$ cat src/rtl/gamepad_pmod_pkg.sv
// Shared constants for the Gamepad Pmod receiver: per-pad button bit positions and
// the pattern an unplugged controller shifts out.
package gamepad_pmod_pkg;

  localparam int unsigned BITS_PER_PAD = 12;
  localparam logic [BITS_PER_PAD-1:0] ABSENT_PATTERN = 12'hFFF;

  localparam int unsigned BTN_B     = 11;
  localparam int unsigned BTN_Y     = 10;
  localparam int unsigned BTN_SEL   = 9;
  localparam int unsigned BTN_START = 8;
  localparam int unsigned BTN_UP    = 7;
  localparam int unsigned BTN_DOWN  = 6;
  localparam int unsigned BTN_LEFT  = 5;
  localparam int unsigned BTN_RIGHT = 4;
  localparam int unsigned BTN_A     = 3;
  localparam int unsigned BTN_X     = 2;
  localparam int unsigned BTN_L     = 1;
  localparam int unsigned BTN_R     = 0;

  // Unplugged pads float high, so an all-ones slot means nothing is attached.
  function automatic logic pad_present(input logic [BITS_PER_PAD-1:0] i_bits);
    return i_bits != ABSENT_PATTERN;
  endfunction

endpackage

$ cat src/rtl/sync_edge.sv
// Multi-stage synchronizer for an asynchronous pin, plus a one-cycle rising-edge pulse
// derived from one extra flop behind the synchronized level.
module sync_edge #(
  parameter int unsigned SYNC_STAGES = 2
) (
  input  logic i_clk,
  input  logic i_reset,
  input  logic i_async,
  output logic o_level,
  output logic o_rise
);

  logic [SYNC_STAGES-1:0] r_sync;
  logic                   r_prev;

  always_ff @(posedge i_clk) begin
    if (i_reset) begin
      r_sync <= '0;
      r_prev <= 1'b0;
    end else begin
      r_sync <= {r_sync[SYNC_STAGES-2:0], i_async};
      r_prev <= r_sync[SYNC_STAGES-1];
    end
  end

  assign o_level = r_sync[SYNC_STAGES-1];
  assign o_rise  = r_sync[SYNC_STAGES-1] & ~r_prev;

endmodule

$ cat src/rtl/gamepad_pmod_rx.sv
// Gamepad Pmod serial receiver: shifts in data/clk/latch frames, validates the bit count,
// and presents per-pad button state and presence with a no-frame timeout.
module gamepad_pmod_rx
  import gamepad_pmod_pkg::*;
#(
  parameter int unsigned NUM_PADS       = 2,
  parameter int unsigned SYNC_STAGES    = 2,
  parameter int unsigned TIMEOUT_CYCLES = 1048576
) (
  input  logic                             clk,
  input  logic                             reset,
  input  logic                             pmod_data,
  input  logic                             pmod_clk,
  input  logic                             pmod_latch,
  output logic [BITS_PER_PAD*NUM_PADS-1:0] buttons,
  output logic [NUM_PADS-1:0]              is_present,
  output logic                             frame_strobe,
  output logic                             frame_error
);

  localparam int unsigned N     = BITS_PER_PAD * NUM_PADS;
  localparam int unsigned CNT_W = $clog2(N + 2);
  localparam int unsigned TO_W  = $clog2(TIMEOUT_CYCLES + 1);

  logic w_data_s;
  logic w_unused_data_rise;
  logic w_clk_level;
  logic w_clk_rise;
  logic w_latch_level;
  logic w_latch_rise;

  sync_edge #(
    .SYNC_STAGES(SYNC_STAGES)
  ) u_sync_data (
    .i_clk  (clk),
    .i_reset(reset),
    .i_async(pmod_data),
    .o_level(w_data_s),
    .o_rise (w_unused_data_rise)
  );

  sync_edge #(
    .SYNC_STAGES(SYNC_STAGES)
  ) u_sync_clk (
    .i_clk  (clk),
    .i_reset(reset),
    .i_async(pmod_clk),
    .o_level(w_clk_level),
    .o_rise (w_clk_rise)
  );

  sync_edge #(
    .SYNC_STAGES(SYNC_STAGES)
  ) u_sync_latch (
    .i_clk  (clk),
    .i_reset(reset),
    .i_async(pmod_latch),
    .o_level(w_latch_level),
    .o_rise (w_latch_rise)
  );

  logic [N-1:0]        r_shift;
  logic [CNT_W-1:0]    r_bit_cnt;
  logic                r_close_ok;
  logic                r_close_bad;
  logic [N-1:0]        r_buttons;
  logic [NUM_PADS-1:0] r_present;
  logic                r_frame_strobe;
  logic                r_frame_error;
  logic [TO_W-1:0]     r_to_cnt;

  logic [N-1:0]        w_frame_buttons;
  logic [NUM_PADS-1:0] w_frame_present;
  logic                w_frame_len_ok;
  logic                w_to_expire;
  logic                w_unused_levels;

  assign w_frame_len_ok  = (r_bit_cnt == CNT_W'(N));
  assign w_to_expire     = (r_to_cnt >= TO_W'(TIMEOUT_CYCLES - 1));
  assign w_unused_levels = w_clk_level ^ w_latch_level;

  // Absent pads are masked to zero so downstream logic never sees phantom presses.
  always_comb begin
    w_frame_buttons = '0;
    w_frame_present = '0;
    for (int p = 0; p < NUM_PADS; p++) begin
      if (pad_present(r_shift[p*BITS_PER_PAD +: BITS_PER_PAD])) begin
        w_frame_present[p] = 1'b1;
        w_frame_buttons[p*BITS_PER_PAD +: BITS_PER_PAD] =
          r_shift[p*BITS_PER_PAD +: BITS_PER_PAD];
      end
    end
  end

  // Frame assembly; a latch edge takes priority over a coincident shift-clock edge.
  always_ff @(posedge clk) begin
    if (reset) begin
      r_shift     <= '0;
      r_bit_cnt   <= '0;
      r_close_ok  <= 1'b0;
      r_close_bad <= 1'b0;
    end else begin
      r_close_ok  <= 1'b0;
      r_close_bad <= 1'b0;
      if (w_latch_rise) begin
        r_close_ok  <= w_frame_len_ok;
        r_close_bad <= ~w_frame_len_ok;
        r_bit_cnt   <= '0;
      end else if (w_clk_rise) begin
        r_shift <= {r_shift[N-2:0], w_data_s};
        if (r_bit_cnt != CNT_W'(N + 1)) begin
          r_bit_cnt <= r_bit_cnt + 1'b1;
        end
      end
    end
  end

  // Output update one cycle after frame close, plus the no-frame timeout.
  always_ff @(posedge clk) begin
    if (reset) begin
      r_buttons      <= '0;
      r_present      <= '0;
      r_frame_strobe <= 1'b0;
      r_frame_error  <= 1'b0;
      r_to_cnt       <= '0;
    end else begin
      r_frame_strobe <= r_close_ok;
      r_frame_error  <= r_close_bad;
      if (r_close_ok) begin
        r_buttons <= w_frame_buttons;
        r_present <= w_frame_present;
        r_to_cnt  <= '0;
      end else begin
        if (r_to_cnt != TO_W'(TIMEOUT_CYCLES)) begin
          r_to_cnt <= r_to_cnt + 1'b1;
        end
        if (w_to_expire) begin
          r_buttons <= '0;
          r_present <= '0;
        end
      end
    end
  end

  assign buttons      = r_buttons;
  assign is_present   = r_present;
  assign frame_strobe = r_frame_strobe;
  assign frame_error  = r_frame_error;

endmodule

$ cat config.mk
export PLATFORM = sky130hd
export DESIGN_NAME = gamepad_pmod_rx
export DESIGN_NICKNAME = d
export VERILOG_FILES = /design/src/rtl/gamepad_pmod_pkg.sv /design/src/rtl/sync_edge.sv /design/src/rtl/gamepad_pmod_rx.sv
export SDC_FILE = /design/constraint.sdc
export NUM_CORES = 1
export LEC_CHECK = 0
export CORE_MARGIN = 2
export CORE_UTILIZATION = 58
export CTS_BUF_LIST = sky130_fd_sc_hd__clkbuf_4 sky130_fd_sc_hd__clkbuf_8
export DETAILED_ROUTE_END_ITERATION = 10
export PLACE_DENSITY = 0.81
export SYNTH_ARGS = -nofsm -noshare
export SYNTH_HDL_FRONTEND = slang
export SYNTH_SLANG_ARGS = --single-unit
$ cat constraint.sdc
create_clock -name clk -period 2.6 [get_ports clk]
set_clock_uncertainty 0.2 [all_clocks]
set_input_delay 0.78 -clock clk [delete_from_list [all_inputs] [get_ports clk]]
set_output_delay 0.78 -clock clk [all_outputs]
set_load 0.05 [all_outputs]
==> reports/results.tsv <==
metric	value	unit
status	completed	
average instance area after synthesis	9.35	sq um
Worst Setup Start Kind	flip-flop	
final worst-path cycle share	97.0	%
GP Congestion	0.808	
drt pass-1 iters	4	
CTS Sinks	88	
number of port buffers	32	
Net count, final	395	
crit-path leading delay family	buffers and inverters	
crit path time final	2.52	ns
FF+latch count, synth	88	
Yosys warning count	0	
layout cells sized above 1	7.44	%
WHS Path Cells	1	
Area growth, synth to finish	18.5	%
drt wl/cell	13.2	um
die area	6290	sq um
post-CTS sizing	0	
Via density	5.57	
row count	27	
number of placed I/O pins	33	
max_slew headroom	46.4	%
Max Root-Sink Buffers	2	
n_diodes	0	
total power	2390	uW
vias	2574	
worst hold path type	flip-flop to flip-flop	
top post-synthesis cells by area	dfxtp_1, nand2_1, a22o_1, a21oi_1, nor2_1	
ANT nets after route	0	
Post-DP Area	3700	sq um
H-tree depth	3	
post-cts hold buffer count	0	
commonest non-fill, non-tap cell in the layout	dfxtp_1	
WP depth	1	
Post-Layout Inst Area	3900	sq um
leakage	0.00139	uW
syn_nets	362	
Max-Cap Viols	0	
post-synth cell types	40	
CTS Root Cell	clkbuf_8	
Largest stage delay, worst path	0.82	ns
Fmax achieved	397	MHz
Peak VDD IR	0.000466	V
Hold Fails Final Rpt	0	
Critical path buffers and inverters	1	
Crit. End Element	output pin	
largest net degree at the start of global routing	27	
Post-Synthesis Cell Area	3290	sq um
cts bufs inserted	9	
GRT Total Usage	20.9	%
Core ar.	5510	sq um
Initial Util	59.8	%
Clk pin slew, worst setup/hold paths	0.09	ns
HPWL after detailed placement	4180	um
Critical Path AT	1.54	ns
Worst EP required	1.62	ns
PwrDens	613	nW/um^2
Worst-Skew Late Latency	0.36	ns
commonest cells after routing, fill and taps aside	dfxtp_1, nand2_1, a21oi_1, clkdlybuf4s50_1, a22o_1	
first-pass GRT wire length	10300	um
RSZ-0062 raised after global routing	false	
Worst-Margin Slew	0.801	ns
count of pins over their slew limit	0	
total grt overflow	0	
vias in the first global route	2344	
critical path class	flip-flop to output pin	
Setup Fix Bufs, Post-CTS	0	
sequential element share of the synthesized area	53.5	%
Synth area leader	dfxtp_1	
CTS tree	yes	
r2r worst-path depth	5	
drt drc	0	
Routed WL	6110	um
First DRT Iteration DRCs	100	
Setup violations, final	0	
Die H	79.3	um
die width	79.3	um
post-synth top area share	53.5	%
crit path cell chain	clkdlybuf4s50_1	
Post-Syn Instances	352	
Crit Path Max Fanout	2	
Worst path slowest cell	clkdlybuf4s50_1	
initial antenna violation count	0	
## final timing paths
kind,from,to,slack (ns)
max,buttons[0],buttons[0],0.08
min,r_close_bad,frame_error,0.25
max reg2reg,r_to_cnt[0],r_to_cnt[18],0.57
min reg2reg,r_close_bad,frame_error,0.25
## cells by family after synthesis
logic type | after synthesis | share of synthesized area, %
xor gates and xnor gates | 16 | 4.26
AOI/OAI and AO/OA | 71 | 14.8
DFF | 88 | 53.5
and+or+nand+nor | 149 | 22.9
buffers and inverters | 23 | 2.70
adders and majority gates | 5 | 1.90
## power breakdown
group | internal, uW | leakage [uW] | switching [uW] | total [uW]
sequential | 1360 | 0.000711 | 8.81 | 1370
clock | 453 | 0.0000977 | 497 | 950
combinational | 28.5 | 0.000581 | 46.7 | 75.2
## metal layers
layer / routed length [um] / GRT usage (%) / vias up
met2: 2950 / 32.7 / 45
met1: 2840 / 26.4 / 1218
met5: 0 / 0 / -
li1: - / - / 1301
met3: 216 / 5.68 / 10
met4: 99 / 10.9 / 0
## worst register-to-register path, delay by kind of cell (launching register included)
kind | cells | cell delay, ns
simple gates | 2 | 0.62
flops | 1 | 0.45
fa+ha+maj | 1 | 0.30
compound gates | 2 | 0.36
## final cells by class
| class | count | area [sq um] |
|---|---|---|
| Timing Repair Buffer | 38 | 378 |
| Clock inverter | 7 | 78.8 |
| Inverter | 7 | 26.3 |
| Fill cell | 446 | 1610 |
| Sequential cell | 88 | 1760 |
| Multi-Input combinational cell | 241 | 1440 |
| Clock buffer | 9 | 124 |
| Tap cell | 72 | 90.1 |
## sequential cells by signal (all words and copies together) (netlist names)
| name | flops |
|---|---|
| buttons | 24 |
| frame_error | 1 |
| frame_strobe | 1 |
| is_present | 2 |
| r_bit_cnt | 5 |
| r_close_bad | 1 |
| r_close_ok | 1 |
| r_shift | 24 |
| r_to_cnt | 21 |
| u_sync_clk.r_prev | 1 |
| u_sync_clk.r_sync | 2 |
| u_sync_data.r_sync | 2 |
| u_sync_latch.r_prev | 1 |
| u_sync_latch.r_sync | 2 |
## stage by stage
step                hold WS [ns]  setup WS [ns]  utilization, %  setup TNS, ns  std cells
floorplan                  0.214          0.350               -              0        352
global placement           0.218        -0.0530            67.1         -0.621        446
detailed placement         0.233        -0.0476            67.1         -0.446        446
CTS                        0.252         0.0672            70.8              0        462
global route               0.270         0.0288            70.8              0        462
finish                     0.254         0.0780            70.8              0        462
## Yosys cell counts
master	instances
dfxtp_1	88
nand2_1	60
a21oi_1	32
a22o_1	24
nor2_1	23
clkbuf_1	13
nand4_1	12
nor2b_1	10
xor2_1	9
nand3_1	8
inv_1	7
nor3_1	7
nor4_1	7
xnor2_1	7
ha_1	5
and4_1	4
nand2b_1	4
nor4b_1	3
o21ai_0	3
or3_1	3
a21o_1	2
a31o_2	2
buf_2	2
a21boi_2	1
a31oi_1	1
a41o_1	1
and2_0	1
and2_1	1
and3b_1	1
buf_1	1
nand3_2	1
nand4_4	1
nand4b_1	1
o2111ai_1	1
o211ai_1	1
o21a_1	1
o31ai_1	1
o41ai_1	1
or2_2	1
or4_4	1
Power figures use the tool's default switching activity.
